`src/rtl/align_fifo_pack_pkg.sv`:
```
`default_nettype none
// ---------------------------------------------------------------------------
// align_fifo_pack_pkg : shared types and pointer helpers for align_* FIFOs
// Revision: 1.0
// ---------------------------------------------------------------------------
package align_fifo_pack_pkg;

  typedef enum logic [1:0] {
    LANE_HOLD  = 2'd0,
    LANE_WRITE = 2'd1,
    LANE_ZERO  = 2'd2
  } lane_op_e;

  localparam int c_PTR_MAX_W = 32;

  // Pointers carry one wrap bit above the slot index.
  function automatic logic ptr_empty(input logic [c_PTR_MAX_W-1:0] head,
                                     input logic [c_PTR_MAX_W-1:0] tail,
                                     input int idx_w);
    logic [c_PTR_MAX_W-1:0] w_mask;
    w_mask = (c_PTR_MAX_W'(1) << (idx_w + 1)) - c_PTR_MAX_W'(1);
    return ((head ^ tail) & w_mask) == '0;
  endfunction

  function automatic logic ptr_full(input logic [c_PTR_MAX_W-1:0] head,
                                    input logic [c_PTR_MAX_W-1:0] tail,
                                    input int idx_w);
    logic [c_PTR_MAX_W-1:0] w_diff;
    logic [c_PTR_MAX_W-1:0] w_imask;
    w_diff  = head ^ tail;
    w_imask = (c_PTR_MAX_W'(1) << idx_w) - c_PTR_MAX_W'(1);
    return ((w_diff & w_imask) == '0) && w_diff[idx_w];
  endfunction

endpackage
`default_nettype wire

```
`src/rtl/align_fifo_pack_lane_wr.sv`:
```
`default_nettype none
// ---------------------------------------------------------------------------
// align_pack_lane_wr : per-lane write / zero-fill decode and word commit
// Revision: 1.0
// ---------------------------------------------------------------------------
module align_pack_lane_wr
  import align_fifo_pack_pkg::*;
#(
  parameter int RATIO = 2,
  parameter int IDX_W = 1
) (
  input  logic             i_accept,
  input  logic             i_last,
  input  logic [IDX_W-1:0] i_sub_idx,
  output lane_op_e         o_lane_op [RATIO],
  output logic             o_commit
);

  localparam logic [IDX_W-1:0] c_LAST_IDX = IDX_W'(RATIO - 1);

  assign o_commit = i_accept & (i_last | (i_sub_idx == c_LAST_IDX));

  // Lanes past the current one are cleared when the word closes early.
  for (genvar l = 0; l < RATIO; l++) begin : g_lane
    always_comb begin
      o_lane_op[l] = LANE_HOLD;
      if (i_accept && (i_sub_idx == IDX_W'(l)))
        o_lane_op[l] = LANE_WRITE;
      else if (i_accept && i_last && (IDX_W'(l) > i_sub_idx))
        o_lane_op[l] = LANE_ZERO;
    end
  end

endmodule
`default_nettype wire

```
`src/rtl/align_fifo_pack.sv`:
```
`default_nettype none
// ---------------------------------------------------------------------------
// align_fifo_pack : packs RATIO subwords (MSB first) into wide FIFO entries
// Optional sticky overflow flag o_err when ALIGN_FIFO_PACK_ERR_EN is defined.
// Revision: 1.0
// ---------------------------------------------------------------------------
module align_fifo_pack
  import align_fifo_pack_pkg::*;
#(
  parameter int SUB_W     = 16,
  parameter int RATIO     = 2,
  parameter int DEPTH     = 4,
  parameter int LOG_DEPTH = 2
) (
  input  logic                   clk,
  input  logic                   rst,
  input  logic [SUB_W-1:0]       i_data,
  input  logic                   i_valid,
  input  logic                   i_last,
  output logic                   o_stall,
  output logic [SUB_W*RATIO-1:0] o_data,
  output logic                   o_last,
  output logic                   o_valid,
  input  logic                   i_stall,
  output logic [LOG_DEPTH:0]     o_level
`ifdef ALIGN_FIFO_PACK_ERR_EN
  ,
  output logic                   o_err
`endif
);

  localparam int c_IDX_W  = $clog2(RATIO);
  localparam int c_WORD_W = SUB_W * RATIO;

  logic [c_WORD_W-1:0]  r_mem      [DEPTH];
  logic                 r_last_mem [DEPTH];
  logic [LOG_DEPTH:0]   r_head;
  logic [LOG_DEPTH:0]   r_tail;
  logic [c_IDX_W-1:0]   r_sub_idx;

  logic                 w_empty;
  logic                 w_full;
  logic                 w_accept;
  logic                 w_consume;
  logic                 w_commit;
  lane_op_e             w_lane_op [RATIO];
  logic [LOG_DEPTH-1:0] w_head_idx;
  logic [LOG_DEPTH-1:0] w_tail_idx;

  assign w_empty    = ptr_empty(c_PTR_MAX_W'(r_head), c_PTR_MAX_W'(r_tail), LOG_DEPTH);
  assign w_full     = ptr_full(c_PTR_MAX_W'(r_head), c_PTR_MAX_W'(r_tail), LOG_DEPTH);
  assign w_head_idx = r_head[LOG_DEPTH-1:0];
  assign w_tail_idx = r_tail[LOG_DEPTH-1:0];
  assign w_accept   = i_valid & ~w_full;
  assign w_consume  = ~w_empty & ~i_stall;

  assign o_stall = w_full;
  assign o_valid = ~w_empty;
  assign o_level = r_head - r_tail;
  assign o_data  = r_mem[w_tail_idx];
  assign o_last  = r_last_mem[w_tail_idx];

  align_pack_lane_wr #(
    .RATIO (RATIO),
    .IDX_W (c_IDX_W)
  ) u_lane_wr (
    .i_accept  (w_accept),
    .i_last    (i_last),
    .i_sub_idx (r_sub_idx),
    .o_lane_op (w_lane_op),
    .o_commit  (w_commit)
  );

  // Storage is written in place; accept excludes full, so the head slot is never the one being read.
  always_ff @(posedge clk) begin
    for (int l = 0; l < RATIO; l++) begin
      if (w_lane_op[l] == LANE_WRITE)
        r_mem[w_head_idx][(RATIO-l)*SUB_W-1 -: SUB_W] <= i_data;
      else if (w_lane_op[l] == LANE_ZERO)
        r_mem[w_head_idx][(RATIO-l)*SUB_W-1 -: SUB_W] <= '0;
    end
    if (w_commit)
      r_last_mem[w_head_idx] <= i_last;
  end

  always_ff @(posedge clk) begin
    if (rst) begin
      r_head    <= '0;
      r_tail    <= '0;
      r_sub_idx <= '0;
    end else begin
      if (w_commit) begin
        r_head    <= r_head + 1'b1;
        r_sub_idx <= '0;
      end else if (w_accept) begin
        r_sub_idx <= r_sub_idx + 1'b1;
      end
      if (w_consume)
        r_tail <= r_tail + 1'b1;
    end
  end

`ifdef ALIGN_FIFO_PACK_ERR_EN
  logic r_err;
  always_ff @(posedge clk) begin
    if (rst)
      r_err <= 1'b0;
    else if (i_valid && w_full)
      r_err <= 1'b1;
  end
  assign o_err = r_err;
`endif

endmodule
`default_nettype wire

```
`config.mk`:
```
export PLATFORM = sky130hd
export DESIGN_NAME = align_fifo_pack
export DESIGN_NICKNAME = d
export VERILOG_FILES = /design/src/rtl/align_fifo_pack_pkg.sv /design/src/rtl/align_fifo_pack_lane_wr.sv /design/src/rtl/align_fifo_pack.sv
export SDC_FILE = /design/constraint.sdc
export NUM_CORES = 1
export LEC_CHECK = 0
export CAP_MARGIN = 20
export CELL_PAD_IN_SITES_DETAIL_PLACEMENT = 0
export CELL_PAD_IN_SITES_GLOBAL_PLACEMENT = 1
export CORE_MARGIN = 8
export CORE_UTILIZATION = 40
export CTS_BUF_LIST = sky130_fd_sc_hd__clkbuf_4 sky130_fd_sc_hd__clkbuf_8
export DETAILED_ROUTE_END_ITERATION = 6
export GPL_TIMING_DRIVEN = 1
export PLACE_DENSITY = 0.78
export SYNTH_ARGS = -nofsm -noshare
export SYNTH_HDL_FRONTEND = slang
export SYNTH_SLANG_ARGS = --single-unit
```
`constraint.sdc`:
```
create_clock -name clk -period 2.7 [get_ports clk]
set_input_delay 0.81 -clock clk [delete_from_list [all_inputs] [get_ports clk]]
set_output_delay 0.81 -clock clk [all_outputs]
set_load 0.03 [all_outputs]
```
==> summary.txt <==
Worst setup path
  – Cells along the critical path: inv_1 -> ha_1 -> fa_2 -> inv_1 -> buf_4
  – R2r worst-path depth: 7
  – Worst r2r src: r_head[0]$_SDFFE_PP0P_
  – Crit path top cell by count: inv_1
  – CP Max Fanout: 4
  – R2R setup slack: 730 ps
  – Reg2reg end: r_mem[0][23]$_DFFE_PP_
  – Crit-path slowest cell: fa_2
  – Worst EP required: 1890 ps
  – CP Class: register to output pin
  – Critical Path Sink Type: output pin
  – Startpoint types: register
  – Critical path origin: r_head[0]$_SDFFE_PP0P_
  – Worst setup endpoint: o_level[1]
  – Max incr delay on CP: 520 ps
  – Worst Path Arrival: 1810 ps

Route
  – Vias: 2763
  – Drt drc: 0
  – ANT nets after route: 0
  – Drt initial violations: 218
  – Drt wl/cell: 20.0 um
  – Vias per cell: 5.08
  – Final WL: 10900 um
  – First drt pass iteration count: 4

Clock tree
  – Clk slew on worst S/H paths: 70 ps
  – Clk sinks: 141
  – CTS tree: done
  – Hold_buf cts: 0
  – Num CTS Buffers: 17
  – Clock latency on the worst-skew pair: 420 ps
  – H-tree Lvls: 4
  – Clock Path Buffers: 2
  – Root buffer cell: clkbuf_8

Global route
  – GRT overflow: 0
  – Vias in the first global route: 2954
  – GRT Overall Usage: 12.7%
  – Met2 Usage GRT: 20.6%
  – Met3 usage: 3.43%
  – Initial antenna violation count: 0
  – First-pass GRT wire length: 17100 um
  – Met1 usage: 16.1%
  – Largest net degree at the start of global routing: 34
  – Busiest grt layer: met2

Timing
  – Slew headroom: 63.8%
  – Final setup viols: 0
  – Fmax: 382 MHz
  – Worst Skew: 6.54 ps
  – Tcrit/Tclk final: 97.1%
  – Final min period: 2620 ps
  – Max-slew violations: 0
  – RSZ-0062 raised after global routing: no
  – Final Hold Viols: 0
  – Slack of the critical path: 79.6 ps
  – Worst Tran Pin Value: 538 ps

Die
  – Top Ports: 59
  – # rows: 43
  – Initial Util: 40.4%
  – Die Span Y: 134 um
  – Overall die width: 134 um
  – Core Region: 13700 sq um
  – Die Area: 17800 sq um

Synthesis
  – Largest family of logic cells by synthesized area: multiplexers
  – Post-synthesis mux area share: 14.7%
  – Synth Area in Adders: 1.95%
  – Post-Syn Nets: 293
  – Simple-gate area share of the yosys netlist: 4.17%
  – Yosys reg bits: 141
  – Syn Std Cell Area: 5530 sq um
  – Synth area leaders: edfxtp_1 (72%), mux4_2 (13%), dfxtp_1 (3.3%)
  – Post-Syn Instances: 264
  – Syn Area/Cell: 20.9 sq um
  – Ys Warns: 0
  – Post-synthesis sequential area ratio: 75.0%
  – Post-Synth XOR/XNOR Area: 0.611%
  – Synth Area in Compound Gates: 2.11%
  – Synth top area share: 71.7%
  – Yosys cell types: 31
  – Post-synth top area cell: edfxtp_1

Placed design
  – Routability congestion estimate: 0.815
  – Dpl ws: 164 ps
  – Hpwl dp: 7160 um
  – I/O Buffers: 58

Power and ir drop
  – Peak VDD IR: 0.350 mV
  – Power per Cell Area: 806 nW/um^2
  – Clock power share: 26.7%
  – Flop pwr share: 45.7%
  – Pwr Total: 5.60 mW
  – Pint: 3.96 mW
  – Switch share: 29.4%
  – Leak pwr: 2.33 nW
  – Switching Power: 1.65 mW
  – Comb power frac: 27.6%

Layout
  – Area growth syn-to-layout: 25.9%
  – Share of cells above drive strength 1: 37.4%
  – Fin util: 50.9%
  – Nets: 380
  – Diode count: 0

Min path
  – Hold/Removal Path Class: register to register

Run
  – Max_cap viols: 0

Outcome
  – Outcome: finished, final reports clean
layout by cell type (no fill, tap or decap), types with 2 or more instances in the layout:
master,synthesis,final
clkinv_2,0,3
mux2_2,5,5
clkbuf_8,0,17
buf_12,0,15
nand2_1,4,4
buf_4,1,38
o2111ai_1,2,2
nor3b_2,0,3
a211oi_2,1,2
edfxtp_1,132,132
ha_1,7,7
nor2_1,7,7
inv_6,0,2
clkinvlp_4,0,3
clkdlybuf4s50_1,0,20
mux4_2,33,33
clkinv_1,0,3
and2_1,23,23
clkinv_4,0,3
dfxtp_1,9,7
inv_1,10,10
nor2b_1,2,2
cells by family after synthesis:
group / Yosys count
xor gates and xnor gates: 3
buffers and inverters: 20
muxes: 39
and+or+nand+nor: 41
DFF: 141
adders and majority gates: 8
AOI/OAI and AO/OA: 12
layer usage:
metal	part of all wire, %	vias to the layer above
met4	1.0	0
met5	0	-
met2	52	77
met1	42	1440
met3	4.7	11
li1	-	1235
state kept, by name, summed over array words and instances (netlist names), named ones only:
register and cells:
r_head 3, r_tail 3, r_last_mem 4, r_sub_idx 1, r_mem 128
Yosys cell counts, drive strengths merged:
| cell type | number |
|---|---|
| o2111ai | 3 |
| dfxtp | 9 |
| mux2i | 1 |
| o311ai | 1 |
| nor3b | 3 |
| edfxtp | 132 |
| fa | 1 |
| nand2 | 4 |
| a211oi | 2 |
| nor2 | 7 |
| o31ai | 1 |
| nor3 | 2 |
| o21ai | 2 |
| buf | 5 |
| and2 | 23 |
| mux4 | 33 |
| clkbuf | 5 |
| inv | 10 |
| ha | 7 |
| a211o | 1 |
| xnor2 | 2 |
| nor2b | 2 |
| xor2 | 1 |
| mux2 | 5 |
| a21oi | 2 |
repair_timing:
item / CTS / global route
setup buffers: 0 / 0
gates resized for setup: 5 / 5
pin swaps: 0 / 1
setup endpoints to repair: 5 / 13
cloned: 1 / 1
power groups by stage:
stage	logic [mW]	clock network, mW	registers (mW)
finish	1.55	1.50	2.56
floorplan	0.881	0	2.58
CTS	1.56	1.53	2.56
global placement	1.52	0	2.59
global route	1.64	1.63	2.57
detailed placement	1.54	0	2.60
through the flow:
step	area, sq um	instances	setup TNS, ps	hold WS, ps
after detailed placement	6550	510	0	527
after floorplan	5530	264	-1640	484
after global routing	6960	544	0	581
after CTS	6930	543	-17.8	538
final	6960	544	0	535
after global placement	6550	510	0	518
area by class of cell:
| cell class | instances | area [sq um] |
|---|---|---|
| clock buffer | 17 | 234 |
| clock inverter | 15 | 123 |
| fill | 1114 | 6710 |
| inverter | 10 | 37.5 |
| multi-input combinational | 103 | 1330 |
| sequential | 141 | 4150 |
| tap | 180 | 225 |
| timing repair buffer | 78 | 862 |
critical path: cells and delay by family (launching register included):
| family | cells | cell delay, ps |
|---|---|---|
| buf+inv | 3 | 290 |
| flops | 1 | 360 |
| fa+ha+maj | 2 | 740 |
how the worst min path moves through the flow:
stage                                start                     end  slack, ps  cells after the start
finish              r_head[1]$_SDFFE_PP0P_  r_head[1]$_SDFFE_PP0P_        540                      2
global route        r_head[1]$_SDFFE_PP0P_  r_head[1]$_SDFFE_PP0P_        580                      2
CTS                 r_head[1]$_SDFFE_PP0P_  r_head[1]$_SDFFE_PP0P_        540                      2
detailed placement  r_head[1]$_SDFFE_PP0P_  r_head[1]$_SDFFE_PP0P_        530                      2
global placement    r_head[1]$_SDFFE_PP0P_  r_head[1]$_SDFFE_PP0P_        520                      2
floorplan           r_head[1]$_SDFFE_PP0P_  r_head[1]$_SDFFE_PP0P_        480                      2
Power figures use the tool's default switching activity.
